**src/rtl/rx_cmd_decoder_if.sv**
```systemverilog
// Byte stream from the UART receiver into the command decoder, plus the
// decoded rate/status/error outputs going back out to the control logic.
interface rx_cmd_decoder_if;
   logic [7:0] rxData;
   logic       rxValid;
   logic [1:0] rate;
   logic       rateUpdate;
   logic       statusReq;
   logic       cmdErr;
   logic       busy;

   modport master (
      output rxData, rxValid,
      input  rate, rateUpdate, statusReq, cmdErr, busy
   );

   modport slave (
      input  rxData, rxValid,
      output rate, rateUpdate, statusReq, cmdErr, busy
   );
endinterface

```
**src/rtl/rx_cmd_decoder.sv**
```systemverilog
// Parses LF-terminated "rate:<1|5|a>" and "state" command lines from the UART
// receive byte stream and turns them into rate updates or status requests.
module rx_cmd_decoder #(
   parameter int TIMEOUT_CYCLES = 50_000_000
) (
   input  logic             clk,
   input  logic             reset,
   rx_cmd_decoder_if.slave  bus
);

   typedef enum logic [2:0] {IDLE, M_RATE, ARG, M_STATE, WAIT_LF, DISCARD} stateT;

   localparam int CW = $clog2(TIMEOUT_CYCLES + 1);
   localparam logic [CW-1:0] TLIMIT = CW'(TIMEOUT_CYCLES - 1);
   localparam logic [7:0] LF = 8'h0A;
   localparam logic [7:0] CR = 8'h0D;

   stateT         state;
   logic [2:0]    idx;
   logic [1:0]    pendRate;
   logic          pendStatus;
   logic [CW-1:0] timer;

   // Keyword characters still expected after the leading 'r' or 's'.
   function automatic logic [7:0] rateChar(input logic [2:0] i);
      case (i)
         3'd1:    return "a";
         3'd2:    return "t";
         3'd3:    return "e";
         3'd4:    return ":";
         default: return 8'h00;
      endcase
   endfunction

   function automatic logic [7:0] stateChar(input logic [2:0] i);
      case (i)
         3'd1:    return "t";
         3'd2:    return "a";
         3'd3:    return "t";
         3'd4:    return "e";
         default: return 8'h00;
      endcase
   endfunction

   assign bus.busy = (state != IDLE);

   always_ff @(posedge clk or negedge reset) begin
      if (!reset) begin
         state          <= IDLE;
         idx            <= 3'd0;
         pendRate       <= 2'b00;
         pendStatus     <= 1'b0;
         timer          <= '0;
         bus.rate       <= 2'b00;
         bus.rateUpdate <= 1'b0;
         bus.statusReq  <= 1'b0;
         bus.cmdErr     <= 1'b0;
      end else begin
         bus.rateUpdate <= 1'b0;
         bus.statusReq  <= 1'b0;
         bus.cmdErr     <= 1'b0;
         if (bus.rxValid) begin
            timer <= '0;
            // CR is transparent everywhere so CRLF line endings just work.
            if (bus.rxData != CR) begin
               case (state)
                  IDLE: begin
                     if (bus.rxData == "r") begin
                        state <= M_RATE;
                        idx   <= 3'd1;
                     end else if (bus.rxData == "s") begin
                        state <= M_STATE;
                        idx   <= 3'd1;
                     end else if (bus.rxData != LF) begin
                        state <= DISCARD;
                     end
                  end
                  M_RATE: begin
                     if (bus.rxData == LF) begin
                        bus.cmdErr <= 1'b1;
                        state      <= IDLE;
                        idx        <= 3'd0;
                     end else if (bus.rxData == rateChar(idx)) begin
                        if (idx == 3'd4) begin
                           state <= ARG;
                           idx   <= 3'd0;
                        end else begin
                           idx <= idx + 3'd1;
                        end
                     end else begin
                        state <= DISCARD;
                        idx   <= 3'd0;
                     end
                  end
                  ARG: begin
                     pendStatus <= 1'b0;
                     if (bus.rxData == "1") begin
                        pendRate <= 2'b00;
                        state    <= WAIT_LF;
                     end else if (bus.rxData == "5") begin
                        pendRate <= 2'b01;
                        state    <= WAIT_LF;
                     end else if (bus.rxData == "a") begin
                        pendRate <= 2'b10;
                        state    <= WAIT_LF;
                     end else if (bus.rxData == LF) begin
                        bus.cmdErr <= 1'b1;
                        state      <= IDLE;
                     end else begin
                        state <= DISCARD;
                     end
                  end
                  M_STATE: begin
                     if (bus.rxData == LF) begin
                        bus.cmdErr <= 1'b1;
                        state      <= IDLE;
                        idx        <= 3'd0;
                     end else if (bus.rxData == stateChar(idx)) begin
                        if (idx == 3'd4) begin
                           pendStatus <= 1'b1;
                           state      <= WAIT_LF;
                           idx        <= 3'd0;
                        end else begin
                           idx <= idx + 3'd1;
                        end
                     end else begin
                        state <= DISCARD;
                        idx   <= 3'd0;
                     end
                  end
                  WAIT_LF: begin
                     if (bus.rxData == LF) begin
                        if (pendStatus) begin
                           bus.statusReq <= 1'b1;
                        end else begin
                           bus.rate       <= pendRate;
                           bus.rateUpdate <= 1'b1;
                        end
                        state <= IDLE;
                     end else begin
                        state <= DISCARD;
                     end
                  end
                  DISCARD: begin
                     if (bus.rxData == LF) begin
                        bus.cmdErr <= 1'b1;
                        state      <= IDLE;
                     end
                  end
                  default: begin
                     state <= IDLE;
                     idx   <= 3'd0;
                  end
               endcase
            end
         end else if (state != IDLE) begin
            // A stalled partial line is abandoned; any byte on the expiry cycle wins.
            if (timer == TLIMIT) begin
               state      <= IDLE;
               idx        <= 3'd0;
               pendRate   <= 2'b00;
               pendStatus <= 1'b0;
               timer      <= '0;
               bus.cmdErr <= 1'b1;
            end else begin
               timer <= timer + CW'(1);
            end
         end else begin
            timer <= '0;
         end
      end
   end

endmodule

```
**src/flat_wrapper.sv**
```systemverilog
// flat-port wrapper written by rule: the top's interface ports become plain ports
module rx_cmd_decoder_flat 
#(
   parameter int TIMEOUT_CYCLES = 50_000_000
)
  (clk, reset, bus_rxData, bus_rxValid, bus_rate, bus_rateUpdate, bus_statusReq, bus_cmdErr, bus_busy);
  rx_cmd_decoder_if bus_i ();
  input  logic clk;
  input  logic reset;
  input wire logic [$bits(bus_i.rxData)-1:0] bus_rxData;
  input wire logic [$bits(bus_i.rxValid)-1:0] bus_rxValid;
  output wire logic [$bits(bus_i.rate)-1:0] bus_rate;
  output wire logic [$bits(bus_i.rateUpdate)-1:0] bus_rateUpdate;
  output wire logic [$bits(bus_i.statusReq)-1:0] bus_statusReq;
  output wire logic [$bits(bus_i.cmdErr)-1:0] bus_cmdErr;
  output wire logic [$bits(bus_i.busy)-1:0] bus_busy;
  assign bus_i.rxData = bus_rxData;
  assign bus_i.rxValid = bus_rxValid;
  assign bus_rate = bus_i.rate;
  assign bus_rateUpdate = bus_i.rateUpdate;
  assign bus_statusReq = bus_i.statusReq;
  assign bus_cmdErr = bus_i.cmdErr;
  assign bus_busy = bus_i.busy;
  rx_cmd_decoder #(.TIMEOUT_CYCLES(TIMEOUT_CYCLES)) u_core (.clk(clk), .reset(reset), .bus(bus_i));
endmodule
```
**config.mk**
```make
export PLATFORM = sky130hd
export DESIGN_NAME = rx_cmd_decoder_flat
export DESIGN_NICKNAME = d
export VERILOG_FILES = /design/src/rtl/rx_cmd_decoder_if.sv /design/src/rtl/rx_cmd_decoder.sv /design/src/flat_wrapper.sv
export SDC_FILE = /design/constraint.sdc
export NUM_CORES = 1
export LEC_CHECK = 0
export ABC_AREA = 1
export BUFFER_PORTS_ARGS = -buffer_cell sky130_fd_sc_hd__buf_2
export CAP_MARGIN = 20
export CORE_UTILIZATION = 53
export CTS_BUF_LIST = sky130_fd_sc_hd__clkbuf_8
export CTS_CLUSTER_SIZE = 14
export DETAILED_ROUTE_END_ITERATION = 10
export PLACE_DENSITY_LB_ADDON = 0.05
export SYNTH_ARGS = -nofsm -noshare
export SYNTH_HDL_FRONTEND = slang
export SYNTH_SLANG_ARGS = --single-unit
```
**constraint.sdc**
```tcl
create_clock -name clk -period 1.8 [get_ports clk]
set_clock_uncertainty 0.1 [all_clocks]
set_input_delay 0.36 -clock clk [delete_from_list [all_inputs] [get_ports clk]]
set_output_delay 0.36 -clock clk [all_outputs]
set_load 0.02 [all_outputs]
```
==> results of run 1 <==
==> per-layer routing <==
metal,up-vias,routed length (um),track usage [%]
li1,1384,-,-
met1,1302,3300,38.3
met2,83,3450,42.0
met3,9,391,4.94
met4,0,107,8.97
met5,-,0,0
==> state kept, by name (all words and copies together), names as in the netlist <==
name and count:
u_core.bus.rate 2, u_core.bus.rateUpdate 1, u_core.bus.cmdErr 1, u_core.pendStatus 1, u_core.state 3, u_core.idx 3, u_core.pendRate 2, u_core.timer 26
u_core.bus.statusReq 1
==> through the flow <==
stage	hold WS [ps]	worst slack (ps)	util (%)	power [mW]	setup TNS, ps
after global placement	354	-144	67.1	1.47	-845
after floorplan	-35.6	2.83	-	1.26	0
after detailed placement	357	-209	67.1	1.48	-1890
after CTS	37.5	-146	72.4	2.14	-836
after global routing	74.6	-343	76.7	2.31	-3020
final	11.3	-220	76.7	2.20	-1480
==> cell type report <==
type | count | area, um^2
Sequential cell | 40 | 1000
Clock inverter | 2 | 8.76
Clock buffer | 5 | 68.8
Fill cell | 371 | 1130
Timing Repair Buffer | 76 | 564
Tap cell | 67 | 83.8
Inverter | 43 | 169
Multi-Input combinational cell | 295 | 1820
==> power breakdown <==
part | leakage, nW | internal, mW | switching [mW]
clock | 0.0452 | 0.258 | 0.321
sequential | 0.550 | 0.924 | 0.0338
combinational | 1.28 | 0.278 | 0.385
total | 1.88 | 1.46 | 0.740
==> timing repair <==
| item | CTS | global route |
|---|---|---|
| setup buffers | 7 | 6 |
| endpoints found under the setup margin | 30 | 23 |
| resized for setup | 31 | 43 |
| pin swaps | 20 | 23 |
==> cell families (layout without fill, tap and decap cells) <==
| kind of cell | after synthesis | after routing | synth area share (%) |
|---|---|---|---|
| adders and majority gates | 6 | 6 | 2.75 |
| DFF | 40 | 40 | 36.7 |
| buffers and inverters | 46 | 126 | 6.56 |
| xor gates and xnor gates | 10 | 10 | 3.21 |
| and+or+nand+nor | 240 | 240 | 42.1 |
| AOI/OAI and AO/OA | 39 | 39 | 8.63 |
==> worst min-delay path by stage <==
| stage | slack, ps | end | from | cells past startpoint |
|---|---|---|---|---|
| global placement | 350 | u_core.bus.rateUpdate | u_core.pendStatus | 1 |
| finish | 10 | u_core.timer[2] | reset | 2 |
| detailed placement | 360 | u_core.timer[2] | reset | 2 |
| global route | 70 | u_core.timer[1] | reset | 2 |
| floorplan | -40 | u_core.bus.cmdErr | reset | 0 |
| CTS | 40 | u_core.pendStatus | reset | 2 |
==> cell usage in the layout (no fill, tap or decap), types with 2 or more instances in the layout <==
master and instances:
sky130_fd_sc_hd__nand3_2 3, sky130_fd_sc_hd__o21ai_2 3, sky130_fd_sc_hd__xnor2_1 4, sky130_fd_sc_hd__clkbuf_8 5, sky130_fd_sc_hd__nor3_1 7, sky130_fd_sc_hd__a211oi_1 2
sky130_fd_sc_hd__nor4_4 3, sky130_fd_sc_hd__nor2_1 47, sky130_fd_sc_hd__ha_4 6, sky130_fd_sc_hd__buf_6 5, sky130_fd_sc_hd__o21ai_0 4, sky130_fd_sc_hd__inv_4 3
sky130_fd_sc_hd__dfrtp_1 38, sky130_fd_sc_hd__nand4_1 7, sky130_fd_sc_hd__nand3_4 2, sky130_fd_sc_hd__nand3_1 24, sky130_fd_sc_hd__a21oi_1 14, sky130_fd_sc_hd__nand2_4 6
sky130_fd_sc_hd__buf_2 15, sky130_fd_sc_hd__inv_2 7, sky130_fd_sc_hd__nor3_2 4, sky130_fd_sc_hd__a21oi_2 4, sky130_fd_sc_hd__nor2_4 7, sky130_fd_sc_hd__inv_1 34
sky130_fd_sc_hd__dfrtp_2 2, sky130_fd_sc_hd__buf_4 55, sky130_fd_sc_hd__nand2_1 97, sky130_fd_sc_hd__xor2_1 6, sky130_fd_sc_hd__o21ai_1 4, sky130_fd_sc_hd__nor2_2 8
sky130_fd_sc_hd__o21a_1 3, sky130_fd_sc_hd__nand2_2 19
==> impl_metrics.ini, run 1 <==
[detailed_routing]
wl_per_cell_um = 13.7
drt.antenna.violating_nets = 0
drt_drc_violations_left = 0
detailroute.via_count = 2778
totalWireLength_mm = 7.25
initialDrtViolationCount = 163
mean_number_of_vias_per_cell = 5.26
drt_pre_antenna_iters = 5

[global_routing]
grt.overflow.total = 0
antenna_found_initial = 0
grtUsageTotal_pct = 27.2
largest_net_degree_at_the_start_of_global_routing = 41
grt_pass1_wl_mm = 11.1
grt_pass1_vias = 2444

[worst_setup_path]
crit_path_cell_trace = ha_4 > ha_4 > inv_4 > nand3_1 > nand3_1 > nand2_2 > nor2_4 > nand4_1 > nand2_1 > nand2_2 > nand2_2 > nand2_1 > nand2_1
critical-path-max-stage-delay_ps = 480
critPathKind = reg -> reg
path_max_fanout = 5
critical_path.reg2reg.startpoint = u_core.idx[0]
regToRegSetupSlack_ps = -220
r2r.worst_path.cells = 13
critPathLaunch = u_core.idx[0]
worst_setup_path_endpoint = u_core.state[0]
arrival_ps = 2160
critical_path.startpoint_type = flop
crit_slowest_cell = sky130_fd_sc_hd__dfrtp_2
buffers_inverters_on_critical_path = 1
crit_end_element = flop
worst-endpoint-required_ps = 1940
worst_r2r_endpoint = u_core.state[0]
cpLargestDelayFamily = simple AND/OR/NAND/NOR gates
critical_path_depth = 13

[power_and_ir_drop]
power_per_cell_area_nw_per_um2 = 592
ir_worst_vdd_mv = 0.477
power.static_leakage_nw = 1.88

[logic_synthesis]
synthesis.instances = 381
yosys_most_used_dff = sky130_fd_sc_hd__dfrtp_1
synth_largest_area_cell = sky130_fd_sc_hd__dfrtp_1
synthDistinctLibCells = 35
ys_async_sr_fraction_pct = 100
post_synth_main_area_contributors = sky130_fd_sc_hd__dfrtp_1 (37%), sky130_fd_sc_hd__nand2_1 (15%), sky130_fd_sc_hd__nor2_1 (7.2%)
syn_avg_cell_area_um2 = 7.16
synthDominantCellAreaShare_pct = 36.7
synth_enable_flop_cells = 0
net_count_after_synthesis = 398
ys_ff_latch = 40
mappedNetlistArea_um2 = 2730
synth_seq_area_share_pct = 36.7
synth.yosys.warnings = 0
synth.most_common_cell = sky130_fd_sc_hd__nand2_1
top_cells_by_count_synth = sky130_fd_sc_hd__nand2_1 (111), sky130_fd_sc_hd__nor2_1 (52), sky130_fd_sc_hd__inv_1 (41)

[placement]
portBuffers = 16
gp_congestion = 0.895
dpl-instance-area_um2 = 3260
placed_cells = 508
hpwlAfterDp_mm = 4.97

[floorplanning]
floorplan.io_pins = 17
initial_core_utilization_pct = 56.2
floorplan.core_area_um2 = 4850
die_y_um = 73.7
die_extent_in_x_um = 73.7
placementRows = 25
floorplan.die_area_um2 = 5430

[run_status]
failed_checks = negative setup slack
run_status = complete, but fails checks

[clock_tree]
ctsHtreeMaxLevel = 2
insertion_delay_to_the_later_sink_of_the_worst_skew_pair_ps = 300
ctsRootBufferMaster = sky130_fd_sc_hd__clkbuf_8
max-clock-path-buffers = 2
worst_setup_hold_path_clk_slew_ps = 80
tritoncts = done
tritoncts.num_buffers = 5
cts.sink_count = 40
ctsHoldBuffers = 0

[sta]
timing.final.max_slew_violations = 0
tightestPinTransition_ps = 521
layout_setup_ws_ps = -220
rsz0062_at_grt = true
slew-limit-headroom_pct = 65.3
period_share_pct = 112
finalWorstPathRequiredPeriod_ps = 2020
setup_viol = 15
clock.fmax_mhz = 495
timing_hold_violations_final = 0

[min_path]
hold_path.class = in -> async

[final_layout]
antenna_cells = 0
final_nets = 478
layout.cell_area.non_filler_um2 = 3720
layout-area-overhead-vs-synth_pct = 36.3
fin_cells = 528
layout-drive-gt1-share_pct = 36.2

[run]
timing.max_cap.violations = 0
(Power assumes the default switching activity.)
==> run 2: changes to the inputs <==
- PLACE_DENSITY: unset -> 0.7
- PLACE_DENSITY_LB_ADDON: 0.05 -> unset
==> run 2 against run 1 <==
Effect of this change: the flow finishes with violations (negative hold slack, negative setup slack); clock power up 37%; critical path depth is 1 lower; die area unchanged; critical path type unchanged; largest cell class unchanged.
==> impl_metrics.ini, run 2 (synthesized netlist as in run 1, its figures left out) <==
[final_layout]
layout-area-overhead-vs-synth_pct = 41.9
layout_top_registers = u_core.timer (26), u_core.idx (3), u_core.state (3)
max_reg_flops = 26
final.fill_count = 350
layout-drive-gt1-share_pct = 38.0
mostFrequentLayoutCell = sky130_fd_sc_hd__nand2_1
antenna_cells = 0
fin_cells = 536
register_with_the_most_flip_flops = u_core.timer
layout_common_cells = sky130_fd_sc_hd__nand2_1 (94), sky130_fd_sc_hd__buf_4 (61), sky130_fd_sc_hd__nor2_1 (46)
final_nets = 485

[sta]
finalWorstPathRequiredPeriod_ps = 2070
layout_setup_ws_ps = -268
setup_viol = 17
rsz0062_at_grt = true
timing.final.max_slew_violations = 0
period_share_pct = 115
timing_hold_violations_final = 7
slew-limit-headroom_pct = 64.8
timing.setup.tns_ps = -2470
clock.fmax_mhz = 483
tightestPinTransition_ps = 527
finalHoldWorstSlack_ps = -9.88

[clock_tree]
ctsRootBufferMaster = sky130_fd_sc_hd__clkbuf_8
tritoncts = done
ctsHoldBuffers = 0
tritoncts.num_buffers = 5
worst_setup_hold_path_clk_slew_ps = 90
max-clock-path-buffers = 2
cts.sink_count = 40
ctsHtreeMaxLevel = 2
insertion_delay_to_the_later_sink_of_the_worst_skew_pair_ps = 300

[detailed_routing]
wl_per_cell_um = 14.2
drt.antenna.violating_nets = 0
mean_number_of_vias_per_cell = 5.28
totalWireLength_mm = 7.60
initialDrtViolationCount = 232
detailroute.via_count = 2828
drt_drc_violations_left = 0
drt_pre_antenna_iters = 4

[run]
timing.max_cap.violations = 0

[floorplanning]
placementRows = 25
floorplan.die_area_um2 = 5430
floorplan.io_pins = 17
die_y_um = 73.7
floorplan.core_area_um2 = 4850
initial_core_utilization_pct = 56.2
die_extent_in_x_um = 73.7

[power_and_ir_drop]
part_of_the_total_power_dissipated_in_sequential_elements_pct = 38.9
power.combinational.fraction_pct = 29.0
ir_worst_vdd_mv = 0.422
switching_share_pct = 31.5
power_per_cell_area_nw_per_um2 = 638
clock_power_share_pct = 32.1
finalPower_mw = 2.47
internal_portion_of_total_power_mw = 1.69
total_switching_power_mw = 0.777
power.static_leakage_nw = 1.93

[global_routing]
largest_net_degree_at_the_start_of_global_routing = 41
gr-usage-met3_pct = 4.53
grtUsageTotal_pct = 27.4
grt_util_met2_pct = 42.8
antenna_found_initial = 0
gr-usage-met1_pct = 39.2
grt-busiest-layer = met2
grt_pass1_vias = 2450
grt.overflow.total = 0
grt_pass1_wl_mm = 11.3

[worst_setup_path]
critical_path.reg2reg.startpoint = u_core.state[1]
path_max_fanout = 4
critPathLaunch = u_core.state[1]
regToRegSetupSlack_ps = -270
critical_path.startpoint_type = flop
crit_slowest_cell = sky130_fd_sc_hd__nor2_1
critical-path-max-stage-delay_ps = 410
worst_r2r_endpoint = u_core.state[0]
arrival_ps = 2160
worst_setup_path_endpoint = u_core.state[0]
worst-endpoint-required_ps = 1890
crit_end_element = flop
crit_path_cell_trace = inv_1 > nand2_2 > nor2_4 > buf_4 > nor2_1 > nand3_4 > nand2_4 > o31ai_2 > nor2_4 > nand2_2 > nand2_1 > nand2_1
critPathKind = reg -> reg
r2r.worst_path.cells = 12

[run_status]
run_status = complete, but fails checks
failed_checks = negative hold slack, negative setup slack

[min_path]
hold_path.class = in -> async

[placement]
placed_cells = 508
portBuffers = 16
hpwlAfterDp_mm = 5.03
gp_congestion = 0.911
-- run 2: cell types whose count changed in the layout (fill, tap and decap cells not counted), moves of 2 or more --
cell,change
sky130_fd_sc_hd__o21ai_4,+2
sky130_fd_sc_hd__o21ai_2,-3
sky130_fd_sc_hd__nor4_2,+2
sky130_fd_sc_hd__buf_4,+6
sky130_fd_sc_hd__nand2_2,+2
sky130_fd_sc_hd__nand2_8,+2
sky130_fd_sc_hd__nor2_4,+2
sky130_fd_sc_hd__nand2_1,-3
sky130_fd_sc_hd__nor4_4,-2
-- run 2: worst min path at each step --
stage,start,end,cells past startpoint
after CTS,reset,u_core.timer[2],2
after global placement,reset,u_core.timer[0],2
after floorplan,reset,u_core.bus.cmdErr,0
after detailed placement,reset,u_core.timer[2],2
after global routing,reset,u_core.timer[2],2
final,reset,u_core.timer[1],2
-- run 2: repair_timing --
| item | in CTS | in global routing |
|---|---|---|
| setup endpoints to repair | 23 | 34 |
| gates resized for setup | 46 | 35 |
| cloned | 0 | 1 |
| hold endpoints to repair | 0 | 0 |
| pin swaps | 25 | 30 |
| setup buffers | 7 | 14 |
-- run 2: metal layers --
metal | vias up | part of all wire, % | wire, um
met5 | - | 0 | 0
met4 | 0 | 2.1 | 162
met3 | 12 | 4.6 | 350
met2 | 80 | 48 | 3680
met1 | 1336 | 45 | 3410
li1 | 1400 | - | -
-- run 2: cell type report --
class	instances	area [um^2]	share of cell area [%]
Clock inverter	2	38.8	1.00
Tap cell	67	83.8	2.17
Multi-Input combinational cell	295	1860	48.0
Clock buffer	6	82.6	2.14
Sequential cell	40	1000	25.9
Inverter	43	169	4.37
Timing Repair Buffer	83	634	16.4
-- run 2: per-stage QoR --
stage               setup WS (ps)  area, um^2  hold WS [ps]  util [%]
global placement             -164        3260           345      67.1
floorplan                    2.83        2740         -35.6         -
detailed placement           -178        3260           339      67.1
global route                 -456        3870          61.8      79.8
finish                       -268        3870         -9.88      79.8
CTS                          -154        3600          15.1      74.3
-- run 2: worst max-delay path: cells and delay by family (launching register included) --
family	cells	cell delay [ps]
AND/OR/NAND/NOR	9	1210
flip-flops	1	370
buffers and inverters	2	180
AO/OA/AOI/OAI	1	90
-- run 2: power groups by stage --
stage	Sequential, mW	Combinational [mW]	Clock [mW]
2_1_floorplan	0.962	0.298	0
3_3_place_gp	0.960	0.510	0
3_5_place_dp	0.962	0.512	0
4_1_cts	0.958	0.610	0.796
5_1_grt	0.963	0.772	0.843
6_report	0.960	0.716	0.791
==> run 3: changes to the inputs <==
--- a/config.mk
+++ b/config.mk
@@ -10,2 +10,3 @@
 export CAP_MARGIN = 20
+export CORE_MARGIN = 2
 export CORE_UTILIZATION = 53
==> constraint.sdc (replaced) <==
create_clock -name clk -period 1.8 [get_ports clk]
set_clock_uncertainty 0.1 [all_clocks]
set_input_delay 0.09 -clock clk [delete_from_list [all_inputs] [get_ports clk]]
set_output_delay 0.09 -clock clk [all_outputs]
set_load 0.02 [all_outputs]
==> run 3 against run 2 <==
Effect of this change: the flow finishes with violations (negative setup slack); setup slack improved by 50 ps; via count fell by 5.2%; core utilization fell by 7.5 points; global-route usage fell by 3.1 points.
==> impl_metrics.ini, run 3 (synthesized netlist as in run 1, its figures left out) <==
[placement]
portBuffers = 16
hpwlAfterDp_mm = 4.69
placed_cells = 501
gp_congestion = 0.905

[detailed_routing]
drt_pre_antenna_iters = 4
drt_drc_violations_left = 0
initialDrtViolationCount = 151
drt.antenna.violating_nets = 0
totalWireLength_mm = 6.59
detailroute.via_count = 2682
wl_per_cell_um = 12.6
mean_number_of_vias_per_cell = 5.15

[run_status]
run_status = complete, but fails checks
failed_checks = negative setup slack

[sta]
period_share_pct = 112
layout_setup_ws_ps = -219
rsz0062_at_grt = true
finalHoldWorstSlack_ps = 84.9
setup_viol = 9
slew-limit-headroom_pct = 66.4
timing_hold_violations_final = 0
finalWorstPathRequiredPeriod_ps = 2020
clock.fmax_mhz = 495
tightestPinTransition_ps = 504
timing.final.max_slew_violations = 0

[final_layout]
antenna_cells = 0
register_with_the_most_flip_flops = u_core.timer
layout-drive-gt1-share_pct = 33.7
mostFrequentLayoutCell = sky130_fd_sc_hd__nand2_1
fin_cells = 521
layout_top_registers = u_core.timer (26), u_core.idx (3), u_core.state (3)
layout_common_cells = sky130_fd_sc_hd__nand2_1 (99), sky130_fd_sc_hd__nor2_1 (48), sky130_fd_sc_hd__buf_4 (44)
layout-area-overhead-vs-synth_pct = 33.7
final_nets = 467
max_reg_flops = 26

[power_and_ir_drop]
total_switching_power_mw = 0.717
ir_worst_vdd_mv = 0.553
power_per_cell_area_nw_per_um2 = 603
internal_portion_of_total_power_mw = 1.48
clock_power_share_pct = 28.5
switching_share_pct = 32.6
power.combinational.fraction_pct = 27.8
part_of_the_total_power_dissipated_in_sequential_elements_pct = 43.7
finalPower_mw = 2.20
power.static_leakage_nw = 1.83

[worst_setup_path]
crit_slowest_cell = sky130_fd_sc_hd__dfrtp_2
crit_path_cell_trace = ha_4 > ha_4 > inv_4 > nand3_2 > nand3_1 > nand2_2 > nor2_4 > nand3_1 > a21oi_1 > nand3_2 > nand2_2
critPathLaunch = u_core.idx[1]
worst-endpoint-required_ps = 1930
critPathKind = reg -> reg
r2r.worst_path.cells = 11
arrival_ps = 2150
regToRegSetupSlack_ps = -220
crit_end_element = flop
path_max_fanout = 5
worst_setup_path_endpoint = u_core.state[1]
critical_path.startpoint_type = flop
critical-path-max-stage-delay_ps = 470
worst_r2r_endpoint = u_core.state[1]
critical_path.reg2reg.startpoint = u_core.idx[1]

[clock_tree]
insertion_delay_to_the_later_sink_of_the_worst_skew_pair_ps = 290
ctsHtreeMaxLevel = 2
cts.sink_count = 40
tritoncts = done
worst_setup_hold_path_clk_slew_ps = 80
tritoncts.num_buffers = 5
ctsRootBufferMaster = sky130_fd_sc_hd__clkbuf_8
max-clock-path-buffers = 2

[global_routing]
antenna_found_initial = 0
grt_pass1_vias = 2385
grt.overflow.total = 0
largest_net_degree_at_the_start_of_global_routing = 41
grt_pass1_wl_mm = 10.8
grtUsageTotal_pct = 24.4

[floorplanning]
floorplan.die_area_um2 = 5730
die_extent_in_x_um = 75.7
initial_core_utilization_pct = 54.1
placementRows = 26
floorplan.io_pins = 17
die_y_um = 75.7
floorplan.core_area_um2 = 5040

[min_path]
hold_path.class = in -> reg

[run]
timing.max_cap.violations = 0
-- run 3: cell count changes in the layout (fill, tap and decap cells not counted), sizes merged --
cell	previous run	this run
buf	82	64
bufinv	1	0
clkbuf	7	6
clkinv	1	0
clkinvlp	0	1
dlygate4sd3	0	1
inv	43	44
-- run 3: cell type report --
type	instances	area [um^2]
multi-input cells	295	1820
fillers	411	1400
flip-flops and latches	40	1000
repair buffers	65	474
inverters	43	169
well taps	70	87.6
clock buffers	6	82.6
clock inverters	2	11.3
-- run 3: timing repair --
item / in CTS / in global routing
endpoints found under the hold margin: 40 / 0
pin swaps: 14 / 20
buffers inserted: 4 / 7
setup endpoints to repair: 18 / 29
gates resized for setup: 41 / 29
hold buffers: 1 / 0
-- run 3: per-layer routing --
layer | global-route usage, % | vias to the layer above | share of wire [%]
met1 | 35.1 | 1245 | 48
met5 | 0 | - | 0
met4 | 5.26 | 0 | 0.90
met2 | 37.9 | 61 | 47
li1 | - | 1370 | -
met3 | 5.03 | 6 | 4.2
-- run 3: through the flow --
stage | setup TNS [ps] | util [%] | setup slack, ps | area [um^2]
2_1_floorplan | 0 | - | 2.83 | 2740
3_3_place_gp | -1150 | 63.2 | -226 | 3180
3_5_place_dp | -1460 | 63.2 | -225 | 3180
4_1_cts | -884 | 69.2 | -160 | 3490
5_1_grt | -3420 | 72.3 | -353 | 3640
6_report | -1260 | 72.3 | -219 | 3640
-- run 3: power by group through the flow --
| stage | Sequential [mW] | Combinational [mW] | Clock (mW) |
|---|---|---|---|
| 3_5_place_dp | 0.966 | 0.499 | 0 |
| 4_1_cts | 0.959 | 0.563 | 0.650 |
| 6_report | 0.961 | 0.611 | 0.626 |
| 2_1_floorplan | 0.962 | 0.298 | 0 |
| 3_3_place_gp | 0.963 | 0.494 | 0 |
| 5_1_grt | 0.967 | 0.675 | 0.706 |
-- run 3: how the worst min path moves through the flow --
| stage | start | end | slack, ps | cells after the start |
|---|---|---|---|---|
| 3_3_place_gp | reset | u_core.timer[2] | 80 | 2 |
| 4_1_cts | bus_rxValid | u_core.timer[6] | 50 | 2 |
| 6_report | bus_rxValid | u_core.timer[6] | 80 | 2 |
| 5_1_grt | bus_rxValid | u_core.timer[6] | 80 | 2 |
| 2_1_floorplan | reset | u_core.bus.cmdErr | -310 | 0 |
| 3_5_place_dp | reset | u_core.timer[2] | 80 | 2 |
-- run 3: worst max-delay path: cells and delay by family (launching register included) --
kind	cells	cell delay, ps
and+or+nand+nor	7	730
DFF	1	470
adders and majority gates	2	370
AOI/OAI and AO/OA	1	200
buffers and inverters	1	80
